File: src/rtl/read_result_1_pkg.sv
// Shared FC readout parameters and readout FSM state encodings.
package read_result_1_pkg;

  localparam int unsigned DATA_WIDTH_FC                = 16;
  localparam int unsigned FC_OUTNEURON_ADDR_WIDTH      = 9;
  localparam int unsigned FC_COUNT_OUT_NEURON_BITWIDTH = 4;
  localparam int unsigned OUTNEURON                    = 10;

  typedef enum logic [1:0] {
    IDLE  = 2'd0,
    READ  = 2'd1,
    DRAIN = 2'd2,
    DONE  = 2'd3
  } state_t;

endpackage

File: src/rtl/read_result_1_fc_result_fifo.sv
// Small synchronous FIFO buffering {value, index} entries between the RAM read port and the stream.
module fc_result_fifo #(
  parameter int unsigned WIDTH = 20,
  parameter int unsigned DEPTH = 4
) (
  input  logic                         clock,
  input  logic                         reset,
  input  logic                         push,
  input  logic [WIDTH-1:0]             push_data,
  input  logic                         pop,
  output logic [WIDTH-1:0]             pop_data,
  output logic [$clog2(DEPTH+1)-1:0]   count
);

  localparam int unsigned IDX_W = (DEPTH > 1) ? $clog2(DEPTH) : 1;
  localparam int unsigned CNT_W = $clog2(DEPTH + 1);

  logic [WIDTH-1:0] mem [DEPTH];
  logic [IDX_W-1:0] wr_ptr;
  logic [IDX_W-1:0] rd_ptr;
  logic             do_pop;

  function automatic logic [IDX_W-1:0] bump(input logic [IDX_W-1:0] p);
    return (p == IDX_W'(DEPTH - 1)) ? '0 : p + IDX_W'(1);
  endfunction

  // Callers guarantee no push when full; popping an empty FIFO is ignored.
  assign do_pop   = pop && (count != '0);
  assign pop_data = mem[rd_ptr];

  always_ff @(posedge clock or posedge reset) begin
    if (reset) begin
      wr_ptr <= '0;
      rd_ptr <= '0;
      count  <= '0;
      for (int i = 0; i < int'(DEPTH); i++) mem[i] <= '0;
    end else begin
      if (push) begin
        mem[wr_ptr] <= push_data;
        wr_ptr      <= bump(wr_ptr);
      end
      if (do_pop) rd_ptr <= bump(rd_ptr);
      count <= count + CNT_W'(push) - CNT_W'(do_pop);
    end
  end

endmodule

File: src/rtl/read_result_1.sv
// Streams FC output-neuron results from RAM in index order and tracks the argmax class.
module read_result_1 import read_result_1_pkg::*; #(
  parameter int unsigned DATA_WIDTH_FC                = read_result_1_pkg::DATA_WIDTH_FC,
  parameter int unsigned FC_OUTNEURON_ADDR_WIDTH      = read_result_1_pkg::FC_OUTNEURON_ADDR_WIDTH,
  parameter int unsigned FC_COUNT_OUT_NEURON_BITWIDTH = read_result_1_pkg::FC_COUNT_OUT_NEURON_BITWIDTH,
  parameter int unsigned OUTNEURON                    = read_result_1_pkg::OUTNEURON,
  parameter int unsigned FIFO_DEPTH                   = 4
) (
  input  logic                                    clock,
  input  logic                                    reset,
  input  logic                                    start,
  output logic                                    busy,
  output logic                                    fc_outneuron_rden,
  output logic [FC_OUTNEURON_ADDR_WIDTH-1:0]      fc_outneuron_address,
  input  logic [DATA_WIDTH_FC-1:0]                fc_outneuron_q,
  output logic                                    out_valid,
  input  logic                                    out_ready,
  output logic [DATA_WIDTH_FC-1:0]                out_data,
  output logic [FC_COUNT_OUT_NEURON_BITWIDTH-1:0] out_index,
  output logic                                    out_last,
  output logic                                    class_valid,
  output logic [FC_COUNT_OUT_NEURON_BITWIDTH-1:0] class_index,
  output logic [DATA_WIDTH_FC-1:0]                class_score
);

  localparam int unsigned CNT_W   = FC_COUNT_OUT_NEURON_BITWIDTH;
  localparam int unsigned ADDR_W  = FC_OUTNEURON_ADDR_WIDTH;
  localparam int unsigned PTR_W   = CNT_W + 1;
  localparam int unsigned OCC_W   = $clog2(FIFO_DEPTH + 1);
  localparam int unsigned ENTRY_W = DATA_WIDTH_FC + CNT_W;

  state_t              state;
  state_t              state_nxt;
  logic [PTR_W-1:0]    rd_ptr;
  logic [ADDR_W-1:0]   addr_hold;
  logic                inflight;
  logic [CNT_W-1:0]    inflight_index;
  logic [OCC_W-1:0]    occ;
  logic [OCC_W:0]      credit_used;
  logic [ENTRY_W-1:0]  head;
  logic                issue;
  logic                last_issue;
  logic                beat;

  // A read is only issued when the FIFO is guaranteed room for its data next cycle.
  assign credit_used = (OCC_W+1)'(occ) + (OCC_W+1)'(inflight);
  assign issue       = (state == READ) && (credit_used < (OCC_W+1)'(FIFO_DEPTH));
  assign last_issue  = issue && (rd_ptr == PTR_W'(OUTNEURON - 1));

  assign fc_outneuron_rden    = issue;
  assign fc_outneuron_address = issue ? ADDR_W'(rd_ptr) : addr_hold;

  assign out_valid             = (occ != '0);
  assign {out_data, out_index} = head;
  assign out_last              = out_valid && (out_index == CNT_W'(OUTNEURON - 1));
  assign beat                  = out_valid && out_ready;

  assign busy        = (state != IDLE);
  assign class_valid = (state == DONE);

  always_ff @(posedge clock or posedge reset) begin
    if (reset) state <= IDLE;
    else       state <= state_nxt;
  end

  always_comb begin
    state_nxt = state;
    case (state)
      IDLE:    if (start) state_nxt = READ;
      READ:    if (last_issue) state_nxt = DRAIN;
      DRAIN:   if (beat && out_last) state_nxt = DONE;
      DONE:    state_nxt = IDLE;
      default: state_nxt = IDLE;
    endcase
  end

  // Read pointer, in-flight tracking and running argmax.
  always_ff @(posedge clock or posedge reset) begin
    if (reset) begin
      rd_ptr         <= '0;
      addr_hold      <= '0;
      inflight       <= 1'b0;
      inflight_index <= '0;
      class_index    <= '0;
      class_score    <= '0;
    end else begin
      inflight <= issue;
      if (issue) begin
        inflight_index <= CNT_W'(rd_ptr);
        addr_hold      <= ADDR_W'(rd_ptr);
        rd_ptr         <= rd_ptr + PTR_W'(1);
      end else if ((state == IDLE) && start) begin
        rd_ptr <= '0;
      end
      // Strictly-greater replacement keeps the lowest index on ties.
      if (beat && ((out_index == '0) || ($signed(out_data) > $signed(class_score)))) begin
        class_index <= out_index;
        class_score <= out_data;
      end
    end
  end

  fc_result_fifo #(
    .WIDTH (ENTRY_W),
    .DEPTH (FIFO_DEPTH)
  ) u_fifo (
    .clock     (clock),
    .reset     (reset),
    .push      (inflight),
    .push_data ({fc_outneuron_q, inflight_index}),
    .pop       (beat),
    .pop_data  (head),
    .count     (occ)
  );

endmodule

File: config.mk
export PLATFORM = sky130hd
export DESIGN_NAME = read_result_1
export DESIGN_NICKNAME = d
export VERILOG_FILES = /design/src/rtl/read_result_1_pkg.sv /design/src/rtl/read_result_1_fc_result_fifo.sv /design/src/rtl/read_result_1.sv
export SDC_FILE = /design/constraint.sdc
export NUM_CORES = 1
export LEC_CHECK = 0
export CAP_MARGIN = 40
export CORE_UTILIZATION = 53
export DETAILED_ROUTE_END_ITERATION = 6
export GPL_ROUTABILITY_DRIVEN = 1
export PLACE_DENSITY = 0.77
export SYNTH_ARGS = -nofsm -noshare
export SYNTH_HDL_FRONTEND = slang
export SYNTH_SLANG_ARGS = --single-unit
File: constraint.sdc
create_clock -name clock -period 7.9 [get_ports clock]
set_input_delay 1.185 -clock clock [delete_from_list [all_inputs] [get_ports clock]]
set_output_delay 1.185 -clock clock [all_outputs]
set_load 0.01 [all_outputs]
; ---- Yosys cells after proc, flatten, opt, wreduce, memory -nomap -nowiden
; Index checks and enable logic that the tools add are counted.
[word_totals]
reg_bits = 128
out_inout_bits = 54
[op_classes]
n_addsub = 6
magnitude_cmp = 5
eq_ne = 10
muxes = 15
bitwise = 2
reduce_logical = 16
[ops]
columns = op, count
row1 = 80-bit bitwise mux, 1
row2 = 20-bit 2-to-1 mux, 3
row3 = 20-bit binary-select mux with 2-bit select, 1
row4 = 20-bit demux with 2-bit select, 1
row5 = 16-bit > comparator, 1
row6 = 2-bit 2-to-1 mux, 5
row7 = 5-bit 2-to-1 mux, 2
row8 = 1-bit logical AND, 9
row9 = 9-bit 2-to-1 mux, 1
row10 = "2-bit equality test, second input constant", 4
row11 = 2-bit case mux with 4 select lines, 1
row12 = "3-bit >= comparator, second input constant", 2
row13 = "2-bit != test, second input constant", 3
row14 = 2-bit NOT with 3-bit output, 2
row15 = "5-bit by 1-bit adder with 5-bit output, second input constant", 1
row16 = "5-bit by 4-bit equality test with 1-bit output, second input constant", 1
row17 = "2-bit by 1-bit adder with 2-bit output, second input constant", 2
row18 = 3-bit by 1-bit adder with 4-bit output, 1
row19 = "4-bit equality test, second input constant", 1
row20 = 4-bit zero test, 1
row21 = "4-bit by 3-bit < comparator with 1-bit output, second input constant", 1
row22 = 2-bit nonzero test, 2
row23 = 3-bit by 1-bit adder with 3-bit output, 1
row24 = "3-bit by 1-bit < comparator with 1-bit output, second input constant", 1
row25 = other kinds (6), 6

; ---- Longest topological paths before layout
; Gate-level depths: netlist of run 1.
[logic_depth]
ltp_word = 9
mapped_depth = 12
ltp_nobuf = 9

; ---- By module
; Synthesis of run 1 repeated with hierarchy kept, for this count alone.
[hier_totals]
cells_unflattened = 436
hier_area_um2 = 6040.8
[modules_own_cells]
columns = module, instances, cells_per_inst, area_each_um2
row1 = fc_result_fifo, 1, 229, 3846.2
row2 = read_result_1, 1, 207, 2194.6

; ---- Worst setup path after synthesis of run 1
; OpenSTA, ideal clock, no wires.
[synth_path]
kind = reg-to-reg
startpoint = register u_fifo.rd_ptr[0]
endpoint = register class_score[0]
setup_time_ns = 0.125
arrival_ns = 3.127
path_slack_ns = 4.648
stages_incl_launch_ff = 13
path_buffers = 4
synth_period_minus_slack_ns = 3.252
cell_sequence = dfrtp_1 > buf_6 > buf_2 > mux4_2 > ha_1 > a21oi_1 > o221ai_1 > o21ai_0 > o21ai_2 > o21ba_1 > buf_6 > buf_12 > mux2_4
[synth_via]
elab_chain_len = 7
elab_cells_between_ends = 8
cone_classes = order compare: 1 / mux: 3 / bitwise: 1 / reduce/logical: 3
[synth_rtl]
columns = item, line_no
row1 = from (decl), read_result_1_fc_result_fifo.sv:20  ; logic [IDX_W-1:0] rd_ptr;
row2 = from (signal assigned), read_result_1_fc_result_fifo.sv:42  ; if (do_pop) rd_ptr <= bump(rd_ptr);
row3 = 2-bit NOT with 3-bit output (not written as such), read_result_1_fc_result_fifo.sv:29  ; assign pop_data = mem[rd_ptr];
row4 = 20-bit binary-select mux with 2-bit select, read_result_1_fc_result_fifo.sv:29
row5 = 20-bit 2-to-1 mux (not written as such) (2 in series), read_result_1_fc_result_fifo.sv:29
row6 = named net out_data[7], read_result_1.sv:18  ; output logic [DATA_WIDTH_FC-1:0] out_data,
row7 = 16-bit > comparator, read_result_1.sv:96  ; if (beat && ((out_index == '0) || ($signed(out_data) > $signed(class_score)))) begin
row8 = 1-bit logical OR, read_result_1.sv:96
row9 = 1-bit logical AND, read_result_1.sv:96
row10 = to (signal assigned), read_result_1.sv:98  ; class_score <= out_data;
row11 = to (decl), read_result_1.sv:23  ; output logic [DATA_WIDTH_FC-1:0] class_score
; The timed path passes the listed nets, and every way through them passes these cells. The select of a mux whose other input is x is not followed.
; A chain may end at the register's enable or synchronous reset.

; ---- Worst setup path after layout of run 1
[layout_path]
startpoint = register u_fifo.rd_ptr[0]
endpoint = output out_last
[layout_via]
elab_chain_len = 6
[layout_rtl]
columns = item, line_no
row1 = 2-bit NOT with 3-bit output (not written as such), read_result_1_fc_result_fifo.sv:29
row2 = 20-bit binary-select mux with 2-bit select, read_result_1_fc_result_fifo.sv:29
row3 = 20-bit 2-to-1 mux (not written as such) (2 in series), read_result_1_fc_result_fifo.sv:29
row4 = 4-bit equality test, read_result_1.sv:55  ; assign out_last = out_valid && (out_index == CNT_W'(OUTNEURON - 1));
row5 = 1-bit logical AND, read_result_1.sv:55
row6 = to (decl), read_result_1.sv:20  ; output logic out_last,
; No other way between the ends. The select of a mux whose other input is x is not followed.

==> results of run 1 <==
==> worst min-delay path by stage <==
stage,depth (start not counted),endpoint,startpoint
global route,1,addr_hold[5],addr_hold[5]
global placement,1,addr_hold[7],addr_hold[7]
CTS,1,addr_hold[6],addr_hold[6]
floorplan,1,u_fifo.mem[41],u_fifo.mem[41]
finish,1,addr_hold[6],addr_hold[6]
detailed placement,1,addr_hold[5],addr_hold[5]
==> synthesized netlist by cell type (2+ instances only) <==
library cell and count:
sky130_fd_sc_hd__xor2_1 3, sky130_fd_sc_hd__ha_1 31, sky130_fd_sc_hd__inv_1 34, sky130_fd_sc_hd__o21ai_0 12, sky130_fd_sc_hd__nand2b_1 2, sky130_fd_sc_hd__mux4_1 3
sky130_fd_sc_hd__nand4_1 5, sky130_fd_sc_hd__nand2_1 21, sky130_fd_sc_hd__nor2_1 9, sky130_fd_sc_hd__buf_2 2, sky130_fd_sc_hd__mux4_2 17, sky130_fd_sc_hd__mux2_4 10
sky130_fd_sc_hd__clkbuf_1 11, sky130_fd_sc_hd__mux2i_1 5, sky130_fd_sc_hd__buf_6 2, sky130_fd_sc_hd__mux2_2 93, sky130_fd_sc_hd__a21oi_1 9, sky130_fd_sc_hd__and2_1 5
sky130_fd_sc_hd__nand3_1 6, sky130_fd_sc_hd__dfrtp_1 128, sky130_fd_sc_hd__a21o_1 2
==> registers in the layout, indices dropped and copies added (netlist names) <==
signal          cells
class_score        16
class_index         4
u_fifo.wr_ptr       2
u_fifo.count        3
u_fifo.rd_ptr       2
addr_hold           9
inflight            1
u_fifo.mem         80
rd_ptr              5
state               2
inflight_index      4
==> metrics by stage <==
stage                     hold slack [ns]  power, mW  instances  utilization
after floorplan                     0.470       2.38        430            -
after global placement              0.466       2.89        629        0.627
after detailed placement            0.466       3.02        636        0.641
after CTS                           0.484       3.86        668        0.698
after global routing                0.502       4.07        668        0.698
final                               0.475       3.83        668        0.698
==> power by group <==
| part | internal (mW) | switching, mW | total [mW] |
|---|---|---|---|
| combinational | 1.04 | 0.777 | 1.81 |
| clock | 0.543 | 0.282 | 0.825 |
| sequential | 0.971 | 0.225 | 1.20 |
==> kinds of logic (layout without fill, tap and decap cells) <==
family          count (synthesis)  in the layout  share of synthesized area
compound gates                 33             33                     0.0339
xor+xnor                        3              3                    0.00434
fa+ha+maj                      32             32                     0.0673
simple gates                   54             54                     0.0457
buf+inv                        52            150                     0.0378
mux                           128            128                      0.282
flops                         128            128                      0.529
==> worst max-delay path, stage by stage, from the launching register on <==
cell and delay (ns):
sky130_fd_sc_hd__dfrtp_1 0.79, sky130_fd_sc_hd__buf_4 0.38, sky130_fd_sc_hd__mux4_1 0.70, sky130_fd_sc_hd__nor2_4 0.18, sky130_fd_sc_hd__and4_1 0.21, sky130_fd_sc_hd__clkdlybuf4s50_1 0.53
==> cells in the final DEF (no fill, tap or decap), types with 5 or more instances in the layout <==
| cell type | synthesis | routed |
|---|---|---|
| sky130_fd_sc_hd__a21oi_1 | 9 | 9 |
| sky130_fd_sc_hd__and2_1 | 5 | 5 |
| sky130_fd_sc_hd__clkbuf_16 | 0 | 17 |
| sky130_fd_sc_hd__clkdlybuf4s50_1 | 0 | 73 |
| sky130_fd_sc_hd__dfrtp_1 | 128 | 128 |
| sky130_fd_sc_hd__ha_1 | 31 | 31 |
| sky130_fd_sc_hd__inv_1 | 34 | 33 |
| sky130_fd_sc_hd__mux2_2 | 93 | 93 |
| sky130_fd_sc_hd__mux2_4 | 10 | 10 |
| sky130_fd_sc_hd__mux2i_1 | 5 | 5 |
| sky130_fd_sc_hd__mux4_2 | 17 | 17 |
| sky130_fd_sc_hd__nand2_1 | 21 | 21 |
| sky130_fd_sc_hd__nand3_1 | 6 | 6 |
| sky130_fd_sc_hd__nand4_1 | 5 | 5 |
| sky130_fd_sc_hd__nor2_1 | 9 | 9 |
| sky130_fd_sc_hd__o21ai_0 | 12 | 12 |
==> per-layer routing <==
layer | wire (um) | part of all wire
met1 | 5490 | 0.44
met2 | 6420 | 0.51
met3 | 477 | 0.038
met4 | 158 | 0.013
met5 | 0 | 0
==> area by class of cell <==
class / count / share of cell area
Sequential cell: 128 / 0.418
Multi-Input combinational cell: 250 / 0.342
Timing Repair Buffer: 83 / 0.118
Clock buffer: 22 / 0.0605
Tap cell: 140 / 0.0228
Clock inverter: 10 / 0.0207
Inverter: 35 / 0.0175
==> results.md, run 1 <==
Place:
- The total cell area at the placement stage is 0.00705 mm^2.
- The placed wire-length estimate is 8790 um.
- The quantity of I/O buffers inserted on ports is 73.
- At the end of routability-driven placement, the weighted congestion stood at 0.791.
- The worst slack after detailed placement is 3.91 ns.

Global route:
- Entering global routing, the biggest net connects 61 pins.
- The initial antenna violation count is 0.
- In the global route stage, met1 resource usage came out at 0.298.
- The routing layer with the top usage in global route is met2.
- The first global-routing pass estimated 20700 um of wire.
- For this run the aggregate overflow at the end of global routing stands at 0.
- The via count of the first global-routing pass is 4113.
- The global routing usage summed across all routing layers is 0.238.
- For this run, global-route usage on met2 was measured as 0.401.
- The met3 usage is 0.0640.

Clock network:
- The cell sitting at the root of the clock tree is a sky130_fd_sc_hd__clkbuf_16.
- Once the clock tree was built, the setup fixing pass inserted 0 buffers.
- For the worst-skew pair, the clock arrives at the later sink with an insertion delay of 0.42 ns.
- In this run, post-CTS repair resized a total of 0 instances.
- Clock-pin slew was measured on the worst setup and hold paths at 0.05 ns.
- The clock tree from TritonCTS is yes.
- The H-tree was split into 4 levels.
- The number of buffers between clock root and the deepest sink is 2.
- In this run, CTS created clock tree buffers numbering 17.
- The number of clock sinks is 128.
- The number of buffers added to fix hold violations after cts is 0.

Finish:
- The number of antenna diodes is 0.
- Summing all flip-flop and latch instances after layout gives 0.00320 mm^2.
- Counting the fill cells in the layout gives 749.
- In the final layout, the share of cells above drive strength 1 is 0.313.
- The footprint of the multi-input gates is 0.00263 mm^2.
- From synthesis to final layout, the design area changed by 26.6%.
- The final standard cell area without fillers is 0.00767 mm^2.
- The final layout contains 567 nets.

Timing:
- For the finished layout, the period the worst path requires is 4.40 ns.
- The final max-slew violation count is 0.
- Dividing the final minimum period by the clock period gives 0.557.
- Across the routed clock network, the largest skew measured is 0.00695 ns.
- The worst relative slew slack is 0.531.
- Static timing analysis puts the maximum clock frequency at 0.227 GHz.
- In the post-route analysis, the smallest setup slack over all paths is 3.50 ns.
- The count of final hold-check violations is 0.
- The setup TNS after final layout is 0 ns.
- Setup repair after global routing left no endpoint under its margin.
- Setup violations remaining at the end of the flow were counted as 0.
- At the pin with the least slew margin, the transition time is 0.704 ns.

Drt:
- The detailed-routing iteration count for the pre-antenna-repair pass is 4.
- The detail route stage leaves a number of antenna-violating nets equal to 0.
- The routed design has 12500 um of wire.
- For this block, the initial DRC count from the detailed router was 145.
- In the routed design, unresolved DRC markers number 0.
- In the routed layout, each cell is associated on average with a via count of 5.60.
- The via count of the routed design is 3739.
- The average detailed-routed wire length per instance is 18.8 um.

Die:
- The initial cell density of the core is 0.551.
- The die area is 0.0119 mm^2.
- The floorplan die width is 109 um.
- After floorplanning, the core was divided into 38 placement rows.
- The die height is 109 um.
- The region available for standard cell placement spans 0.0110 mm^2.
- During I/O placement, the number of pins put on the boundary was 74.

Logic synthesis:
- The leading register cell type out of synthesis is sky130_fd_sc_hd__dfrtp_1.
- The fraction of synthesis flops using an asynchronous set or reset pin is 1.00.
- The gate count after technology mapping is 430.
- In this run, distinct cell masters in the synthesized netlist total 41.
- The cell area that synthesis handed to floorplanning was 0.00606 mm^2.
- The largest total area in the synthesized netlist belongs to sky130_fd_sc_hd__dfrtp_1.
- The net count after synthesis is 482.
- The average footprint of a synthesized cell is 14.1 um^2.
- After synthesis the netlist holds a flip-flop and latch count of 128.
- The top-area cell type share of the netlist area is 0.529.
- Yosys mapped a number of flops with a built-in enable equal to 0.
- Yosys attributes the largest share of cell area to sky130_fd_sc_hd__dfrtp_1 53%, sky130_fd_sc_hd__mux2_2 17%, sky130_fd_sc_hd__ha_1 6.4%.
- The part of the Yosys area used for sequential elements is 0.529.
- The yosys synthesis warning count is 0.

Setup path:
- The startpoint identified for the worst register-to-register timing path is u_fifo.rd_ptr[0].
- The worst endpoint required time is 6.71 ns.
- The critical register-to-register path endpoint is class_score[12].
- The critical-path maximum fanout is 13.
- The most critical setup path has its endpoint at out_last.
- STA classifies the critical path startpoint as a register.
- The worst register-to-register path has a depth of 10.
- The setup check on the worst reg-to-reg path leaves a slack of 4.11 ns.
- The type of destination of the critical path is a primary output.
- The critical path starts at u_fifo.rd_ptr[0].
- The critical path arrival is 3.21 ns.
- The kind of critical path is register to primary output.

Flow run:
- The number of maximum-capacitance constraint violations is 0.

Pwr:
- In this run the power density over the cells is 500 mW/mm^2.
- For this design the static power due to leakage is 3.48 nW.
- IR analysis of the VDD net gives a maximum drop of 0.000264 V.

Min path:
- The worst min-delay path category is register to register.

Outcome:
- The run finished with clean final reports.
Note: power is estimated with default switching activity, not from simulation.
==> run 2, diff against run 1 <==
--- a/config.mk
+++ b/config.mk
@@ -6,10 +6,10 @@
 export NUM_CORES = 1
 export LEC_CHECK = 0
 export CAP_MARGIN = 40
-export CORE_UTILIZATION = 53
+export CORE_UTILIZATION = 50
 export DETAILED_ROUTE_END_ITERATION = 6
 export GPL_ROUTABILITY_DRIVEN = 1
-export PLACE_DENSITY = 0.77
+export PLACE_DENSITY = 0.76
 export SYNTH_ARGS = -nofsm -noshare
 export SYNTH_HDL_FRONTEND = slang
 export SYNTH_SLANG_ARGS = --single-unit
==> constraint.sdc (replaced) <==
create_clock -name clock -period 3.9 [get_ports clock]
set_input_delay 0.585 -clock clock [delete_from_list [all_inputs] [get_ports clock]]
set_output_delay 0.585 -clock clock [all_outputs]
set_load 0.01 [all_outputs]
==> results.md, run 2 (synthesis gave the netlist of run 1 again) <==
Global route:
- The total overflow left after global routing is 0.
- The global routing usage summed across all routing layers is 0.225.
- The via count of the first global-routing pass was 4126.
- Entering global routing, the biggest net connects 55 pins.
- The initial antenna violation count is 0.
- The first-pass GRT wire length is 21300 um.

Finish:
- The number of antenna diodes is 0.
- The register with the highest flop count is u_fifo.mem.
- The final layout net count is 569.
- In the layout the commonest cells are 128 x sky130_fd_sc_hd__dfrtp_1, 93 x sky130_fd_sc_hd__mux2_2, 73 x sky130_fd_sc_hd__clkdlybuf4s50_1.
- The most common cell after layout, fill and taps aside is sky130_fd_sc_hd__dfrtp_1.
- For this run, the share of the core covered by cells in the final layout is 0.665.
- The number of flip-flops in the largest register is 80.
- Compared with the post-synthesis result, the final layout area differs by 27.5%.
- The final standard cell area without fillers is 0.00772 mm^2.
- After the flow finishes, the layout carries non-filler instances totaling 673.
- The largest registers in the layout are u_fifo.mem x80, class_score x16, addr_hold x9.
- The fraction of layout instances using a drive strength above 1 is 0.321.

Pwr:
- The overall power of the completed layout is 7.81 mW.
- Across the VDD grid, the largest voltage drop is 0.000491 V.
- Summed over all cells, the static leakage comes to 3.48 nW.
- The total power density per cell area is 1010 mW/mm^2.

Drt:
- For this block, the initial DRC count from the detailed router was 175.
- The final wirelength is 12700 um.
- For this run, design rule violations remaining after detail routing come to 7.
- The average detailed-routed wire length per instance is 18.9 um.
- The detailed-routing iteration count for the pre-antenna-repair pass is 7.
- The routed layout has 3745 vias.
- The count of nets left with antenna violations once routing finished came out at 0.
- Dividing the detail-routed via count by the number of cells gives 5.56.

Timing:
- For the pin with the worst max-slew slack, the measured transition is 0.666 ns.
- The share of the clock period used by the worst path is 0.857.
- The clock period minus worst slack is 3.34 ns.
- Setup violations remaining at the end of the flow were counted as 0.
- The setup TNS after final layout is 0 ns.
- In this run the tightest slew margin relative to its limit is 0.556.
- Once routing completed, OpenROAD measured the worst setup slack at 0.559 ns.
- Setup repair after global routing left no endpoint under its margin.
- The final max-slew violation count came to 0.
- The count of final hold-check violations is 0.
- Final hold analysis gives a worst-case slack of 0.482 ns.
- For this run, the top clock speed supported by timing is 0.299 GHz.
- For the final database, setup skew stands at 0.00661 ns.

Clock network:
- The clock buffer count from CTS is 17.
- The maximum level of the CTS H-tree is 4.
- Post-CTS repair changed the size of 0 cells.
- The worst-skew pair later-pin latency is 0.42 ns.
- After clock tree synthesis, the clock-pin slew on the worst setup and hold paths is 0.06 ns.
- The clock tree from TritonCTS is yes.
- The clock tree root buffer cell is sky130_fd_sc_hd__clkbuf_16.
- The clock passes through at most 2 buffers.
- The number of setup buffers added after CTS is 0.
- The number of buffers added to fix hold violations after cts is 0.
- CTS saw 128 sinks.

Place:
- The placed cell count is 641.
- Input and output buffers added on the ports amount to 73.
- At the placement stage, the worst setup path has a slack of 0.585 ns.
- In this run the cell area measured after placement is 0.00708 mm^2.
- The HPWL after detailed placement is 8670 um.
- The final estimated routing congestion in global placement is 0.798.

Setup path:
- The critical register-to-register path endpoint is class_score[10].
- The kind of critical path is register to register.
- The critical path's largest stage delay is 0.60 ns.
- The critical path goes through buf_4, mux4_2, ha_1, a21oi_1, nor2_1, a311oi_1, mux2i_1, o21ba_1, buf_4, mux2_2.
- Counting stages on the worst path, the most repeated cell is sky130_fd_sc_hd__buf_4.
- The slowest library cell on the worst path is sky130_fd_sc_hd__mux4_2.
- At the worst endpoint, the arrival time is 3.64 ns.
- The critical path contains buffers and inverters numbering 2 combined.
- STA classifies the critical path startpoint as a register.
- For the worst flop-to-flop path, the logic depth is 10.
- The worst setup slack for register-to-register paths is 0.56 ns.
- The reg-to-reg critical path startpoint is u_fifo.rd_ptr[0].
- The kind of cell adding the most delay to the critical path is multiplexers.
- The critical-path maximum fanout is 16.
- The worst endpoint required time is 4.20 ns.
- The type of destination of the critical path is a register.

Die:
- The core area is 0.0116 mm^2.
- The die area is 0.0126 mm^2.
- 74 I/O pins were placed.
- The floorplan step set the die height to 112 um.
- The number of cell rows is 39.
- The floorplan step set the die width to 112 um.
- The initial cell density of the core is 0.522.

Outcome:
- The checks that failed: design-rule violations.
- The flow ran to the end, but the final reports show violations.

Min path:
- The count of cells along the worst hold path is 1.
- The worst min-delay path category is register to register.
- For hold timing, the worst endpoint is addr_hold[5].
- The worst hold path begins at addr_hold[5].

Flow run:
- Max-cap violations in this run came to 0.
[run 2: routing by layer]
| metal | GRT usage | share of wire | wire [um] |
|---|---|---|---|
| met1 | 0.288 | 0.44 | 5560 |
| met3 | 0.0653 | 0.042 | 531 |
| met4 | 0.0729 | 0.0097 | 123 |
| met5 | 0 | 0 | 0 |
| met2 | 0.373 | 0.51 | 6520 |
[run 2: final cells by class]
cell class                 count  area [um^2]
clock buffer                  19          453
clock inverter                13          186
fill                         833         3890
inverter                      35          135
multi-input combinational    250         2630
sequential                   128         3200
tap                          143          179
timing repair buffer          85          938
[run 2: power breakdown]
part,switching [mW],internal [mW]
registers,0.413,1.97
logic,1.64,2.10
clock network,0.586,1.10
[run 2: worst max-delay path by stage]
stage / from / to / slack (ns) / cells past startpoint
after floorplan: u_fifo.rd_ptr[0] / class_score[0] / 0.65 / 12
after global placement: u_fifo.rd_ptr[0] / class_score[11] / 0.66 / 10
after detailed placement: u_fifo.rd_ptr[0] / class_score[10] / 0.58 / 10
after CTS: u_fifo.rd_ptr[0] / class_score[10] / 0.54 / 10
after global routing: u_fifo.rd_ptr[0] / class_score[10] / 0.37 / 10
final: u_fifo.rd_ptr[0] / class_score[10] / 0.56 / 10
